## config.mk

```make
export PLATFORM = sky130hd
export DESIGN_NAME = aib_bsr_scan_ctrl
export DESIGN_NICKNAME = d
export VERILOG_FILES = /design/src/rtl/aib_bsr_pkg.sv /design/src/rtl/aib_bsr_scan_ctrl.sv
export SDC_FILE = /design/constraint.sdc
export NUM_CORES = 1
export LEC_CHECK = 0
export ABC_AREA = 0
export CAP_MARGIN = 20
export CORE_MARGIN = 10
export CORE_UTILIZATION = 40
export CTS_CLUSTER_DIAMETER = 80
export DETAILED_ROUTE_END_ITERATION = 6
export HOLD_SLACK_MARGIN = 0.02
export PLACE_DENSITY = 0.62
export SLEW_MARGIN = 20
export SYNTH_ARGS = -nofsm -noshare
export SYNTH_HDL_FRONTEND = slang
export SYNTH_SLANG_ARGS = --single-unit
```

## constraint.sdc

```tcl
create_clock -name clk -period 1.9 [get_ports clk]
set_input_delay 0.38 -clock clk [delete_from_list [all_inputs] [get_ports clk]]
set_output_delay 0.38 -clock clk [all_outputs]
set_load 0.02 [all_outputs]
```

## src/rtl/aib_bsr_pkg.sv

```systemverilog
// Shared definitions for the AIB boundary-scan controller and its chain.
package aib_bsr_pkg;

  localparam int unsigned CHAIN_LEN_DEFAULT = 4;

  typedef enum logic [2:0] {
    StIdle,
    StCapture,
    StShift,
    StUpdate,
    StDone
  } bsr_state_e;

endpackage

```

## src/rtl/aib_bsr_scan_ctrl.sv

```systemverilog
// Capture/shift/update sequencer for an aib_bsr_red_wrap boundary-scan chain.
// Every chain-facing control is a flop so the chain sees clean, glitch-free strobes.
module aib_bsr_scan_ctrl
  import aib_bsr_pkg::*;
#(
  parameter int unsigned CHAIN_LEN = CHAIN_LEN_DEFAULT
) (
  input  logic                 clk,
  input  logic                 rst,
  input  logic                 start,
  input  logic                 intest_req,
  input  logic                 release_req,
  input  logic                 rst_ovr_en,
  input  logic                 rst_ovr_val,
  input  logic [CHAIN_LEN-1:0] tx_data,
  input  logic                 jtag_rx_scan,
  output logic [CHAIN_LEN-1:0] rx_data,
  output logic                 busy,
  output logic                 done,
  output logic                 jtag_tx_scanen,
  output logic                 jtag_clkdr,
  output logic                 jtag_tx_scan,
  output logic                 jtag_mode,
  output logic                 jtag_intest,
  output logic                 jtag_rstb_en,
  output logic                 jtag_rstb
);

  localparam int unsigned       CntW     = $clog2(CHAIN_LEN + 1);
  localparam logic [CntW-1:0]   LastSlot = CntW'(CHAIN_LEN - 1);

  bsr_state_e           state_q, state_d;
  logic                 phase_q, phase_d;  // 0 = slot cycle A, 1 = slot cycle B
  logic [CntW-1:0]      cnt_q, cnt_d;
  logic [CHAIN_LEN-1:0] tx_q, tx_d;
  logic [CHAIN_LEN-1:0] rx_q, rx_d;
  logic                 intest_req_q, intest_req_d;
  logic                 mode_q, mode_d;
  logic                 intest_q, intest_d;
  logic                 busy_q, busy_d;
  logic                 done_q, done_d;
  logic                 scanen_q, scanen_d;
  logic                 clkdr_q, clkdr_d;
  logic                 tx_scan_q, tx_scan_d;
  logic                 rstb_en_q, rstb_q;

  always_comb begin
    state_d      = state_q;
    phase_d      = phase_q;
    cnt_d        = cnt_q;
    tx_d         = tx_q;
    rx_d         = rx_q;
    intest_req_d = intest_req_q;
    mode_d       = mode_q;

    unique case (state_q)
      StIdle: begin
        if (start) begin
          state_d      = StCapture;
          phase_d      = 1'b0;
          cnt_d        = '0;
          tx_d         = tx_data;
          intest_req_d = intest_req;
          mode_d       = 1'b1;
        end else if (release_req) begin
          mode_d = 1'b0;
        end
      end
      StCapture: begin
        phase_d = ~phase_q;
        if (phase_q) state_d = StShift;
      end
      StShift: begin
        phase_d = ~phase_q;
        if (!phase_q) begin
          // Next MSB moves up once the current one is already on jtag_tx_scan.
          tx_d = CHAIN_LEN'({tx_q, 1'b0});
        end else begin
          rx_d = CHAIN_LEN'({rx_q, jtag_rx_scan});
          if (cnt_q == LastSlot) state_d = StUpdate;
          else                   cnt_d   = cnt_q + 1'b1;
        end
      end
      StUpdate: state_d = StDone;
      StDone:   state_d = StIdle;
      default:  state_d = StIdle;
    endcase

    // Outputs are registered from the next state so they line up with it cycle-for-cycle.
    busy_d    = state_d inside {StCapture, StShift, StUpdate};
    done_d    = (state_d == StDone);
    scanen_d  = (state_d == StShift);
    clkdr_d   = ((state_d == StCapture) || (state_d == StShift)) && phase_d;
    tx_scan_d = tx_scan_q;
    if ((state_d == StShift) && !phase_d) tx_scan_d = tx_q[CHAIN_LEN-1];
    intest_d  = mode_d & intest_req_d;
  end

  always_ff @(posedge clk or posedge rst) begin
    if (rst) begin
      state_q      <= StIdle;
      phase_q      <= 1'b0;
      cnt_q        <= '0;
      tx_q         <= '0;
      rx_q         <= '0;
      intest_req_q <= 1'b0;
      mode_q       <= 1'b0;
      intest_q     <= 1'b0;
      busy_q       <= 1'b0;
      done_q       <= 1'b0;
      scanen_q     <= 1'b0;
      clkdr_q      <= 1'b0;
      tx_scan_q    <= 1'b0;
      rstb_en_q    <= 1'b0;
      rstb_q       <= 1'b1;
    end else begin
      state_q      <= state_d;
      phase_q      <= phase_d;
      cnt_q        <= cnt_d;
      tx_q         <= tx_d;
      rx_q         <= rx_d;
      intest_req_q <= intest_req_d;
      mode_q       <= mode_d;
      intest_q     <= intest_d;
      busy_q       <= busy_d;
      done_q       <= done_d;
      scanen_q     <= scanen_d;
      clkdr_q      <= clkdr_d;
      tx_scan_q    <= tx_scan_d;
      rstb_en_q    <= rst_ovr_en;
      rstb_q       <= rst_ovr_val;
    end
  end

  assign rx_data        = rx_q;
  assign busy           = busy_q;
  assign done           = done_q;
  assign jtag_tx_scanen = scanen_q;
  assign jtag_clkdr     = clkdr_q;
  assign jtag_tx_scan   = tx_scan_q;
  assign jtag_mode      = mode_q;
  assign jtag_intest    = intest_q;
  assign jtag_rstb_en   = rstb_en_q;
  assign jtag_rstb      = rstb_q;

endmodule

```

==> results.yml <==
logic_synthesis:
  syn_inst: 88
  syn_nets: 102
  synth_warnings: 0
  yosysUniqueCellTypes: 33
  synth_seq_cells: 25
  synth_area_per_cell_sq_um: 13.64
  syn_area_sq_um: 1200
  ys_seq_area_share_pct: 52.24
clock_network:
  clock_path_buffers: 2
  htreeDepth: 1
  postCtsSetupRepairBufs: 0
  hold_buffers: 0
  clkLatencyLatePin_ns: 0.31
  clockRootBuffer: "clkbuf_4"
  cts_buffers: 3
  cts_sinks: 25
  clkTransAtPathRegs_ns: 0.13
  cts_tree: "done"
  cts.repair.resized: 0
place:
  dpl_cell_area_sq_um: 1483
  io_buffer_count: 24
  dp_hpwl_um: 1674
  place_inst: 145
  gp_congestion: 0.7247
power_and_ir_drop:
  irDropWorstVdd_mv: 0.7533
  power.density_nw_per_um2: 1395
  p_leak_nw: 0.6535
  fin_total_pwr_mw: 2.107
global_route:
  grt_pass1_wl_um: 3712
  grt_max_degree: 25
  overflow: 0
  gr-usage-met2_pct: 13.54
  use_met1_pct: 9.650
  grtUsageMet3_pct: 4.468
  grt_usage_pct: 8.554
  antenna_found_initial: 0
  grt_pass1_vias: 810
  grt_busiest_layer: "met2"
final_layout:
  stdcell_area_sq_um: 1510
  drive_gt1_share_pct: 20.34
  syn_to_final_growth_pct: 25.86
  diodes: 0
  nets: 133
  final_cells: 149
  finish.utilization_pct: 53.84
run:
  cap_violations: 0
sta:
  layout_worst_path_cycle_share_pct: 95.51
  clock_skew_ns: 0.005536
  slew_viol_final: 0
  maxSlewHeadroom_pct: 76.13
  rsz0062_at_grt: "false"
  timing.setup.tns_ns: 0
  hold_violations: 0
  max_freq_mhz: 551.1
  period_minus_slack_ns: 1.815
  worst_pin_slew_ns: 0.3581
  setup_viol: 0
critical_path:
  worstPathRequired_ns: 1.52
  crit_start: "jtag_rstb"
  path_buf_inv: 1
  crit_chain: "clkdlybuf4s50_1"
  reg2reg_depth: 3
  r2r-start: "state_q[0]"
  slowest_stage: "clkdlybuf4s50_1"
  crit_family: "buffers and inverters"
  critical_path_class: "flip-flop to output port"
  cp.depth: 1
  arrival_ns: 1.43
  start_kind: "flip-flop"
  critPathMaxStageDelay_ns: 0.59
  critPathCaptureType: "output port"
  critPathMaxFanout: 1
routing:
  wl_per_cell_um: 14.47
  routed_wl_um: 2156
  route.detailed.drc: 0
  drt_pass1_iterations: 4
  vias_per_cell: 5.047
  ant_nets: 0
  dr.first_iter.drc_count: 63
  vias: 752
floorplanning:
  die_x_um: 74.77
  io_pins: 25
  core_area_sq_um: 2805
  fp.dieArea_sq_um: 5591
  rows: 19
  fp.dieH_um: 74.77
  initial_core_util_pct: 42.77
worst_hold_path:
  hold_path.class: "primary input to async pin"
status:
  outcome: "finished clean"
==> state kept, by name, summed over array words and instances, names as in the netlist <==
register	count
phase_q	1
jtag_mode	1
rx_data	4
cnt_q	3
intest_req_q	1
tx_q	4
jtag_rstb	1
busy	1
jtag_tx_scan	1
jtag_rstb_en	1
done	1
jtag_clkdr	1
jtag_intest	1
state_q	3
jtag_tx_scanen	1
==> layer usage <==
layer  vias up  share of wire, %
li1        370                 -
met2        18                48
met4         0              0.65
met3         2               8.4
met1       362                43
met5         -                 0
==> cells by family after synthesis <==
kind of cell	count (synthesis)	share of synthesized area [%]
AO/OA/AOI/OAI	15	11.57
XOR/XNOR	1	0.7301
adder cells (fa/ha/maj)	2	2.085
buffers and inverters	9	5.005
flip-flops	25	52.24
multiplexers	14	13.03
AND/OR/NAND/NOR	22	15.33
==> final timing paths <==
check,slack (ns),to
worst max-delay path,0.09,jtag_rstb
worst min-delay path,0.18,jtag_rstb_en
worst max register to register,0.29,tx_q[2]
worst min register to register,0.50,cnt_q[0]
max in group asynchronous,1.20,jtag_rstb
min in group clk,0.46,jtag_rstb
==> cell usage after synthesis <==
cell type	count	area, sq um
inv_2	1	3.750
dfrtp_1	24	600.6
nand2_1	2	7.510
a21o_1	3	22.52
a2bb2o_4	1	20.02
o21bai_1	1	7.510
buf_4	1	7.510
o2bb2ai_1	1	8.760
buf_6	3	33.78
ha_1	2	25.02
nor3b_4	1	18.77
mux2i_1	1	10.01
nand3_1	1	5.000
mux2_1	10	112.6
a211oi_2	1	12.51
nor3_4	1	16.27
nor3b_1	1	7.510
o21ai_1	2	10.01
inv_1	4	15.01
dfstp_2	1	26.28
nor4b_4	1	23.77
nor3_1	1	5.000
nor3_2	2	20.02
a31oi_2	1	12.51
mux2_2	3	33.78
nor2b_1	3	18.77
xnor2_1	1	8.760
nand2b_1	6	37.54
a32o_1	1	10.01
a21oi_1	3	15.01
a211oi_4	1	20.02
and3b_1	2	17.52
or3_1	1	6.260
==> where the power goes <==
group	internal (mW)	switching, mW
combinational	0.531	0.460
clock	0.0787	0.151
sequential	0.729	0.156
==> placed cells by master (no fill, tap or decap), types with 2 or more instances in the layout <==
cell,Yosys,layout
nor2b_1,3,3
inv_1,4,4
clkdlybuf4s50_1,0,24
mux2_2,3,3
o21ai_1,2,2
a21oi_1,3,3
a21o_1,3,3
and3b_1,2,2
ha_1,2,2
mux2_1,10,10
clkbuf_4,0,3
nor3_2,2,2
buf_4,1,6
nand2_1,2,2
nand2b_1,6,6
dfrtp_1,24,24
==> layout make-up <==
cell class / instances / area (sq um)
fill: 268 / 1295
sequential: 25 / 626.9
multi-input combinational: 54 / 513.0
timing repair buffer: 30 / 285.3
tap: 31 / 38.79
clock buffer: 3 / 22.52
inverter: 5 / 18.77
clock inverter: 1 / 5.005
==> per-stage QoR <==
stage	hold slack [ns]	setup WS [ns]
after floorplan	0.3845	0.4432
after global placement	0.4678	0.05140
after detailed placement	0.4795	0.05091
after CTS	0.1587	0.06195
after global routing	0.1540	0.01737
final	0.1804	0.08532
Power figures use the tool's default switching activity.
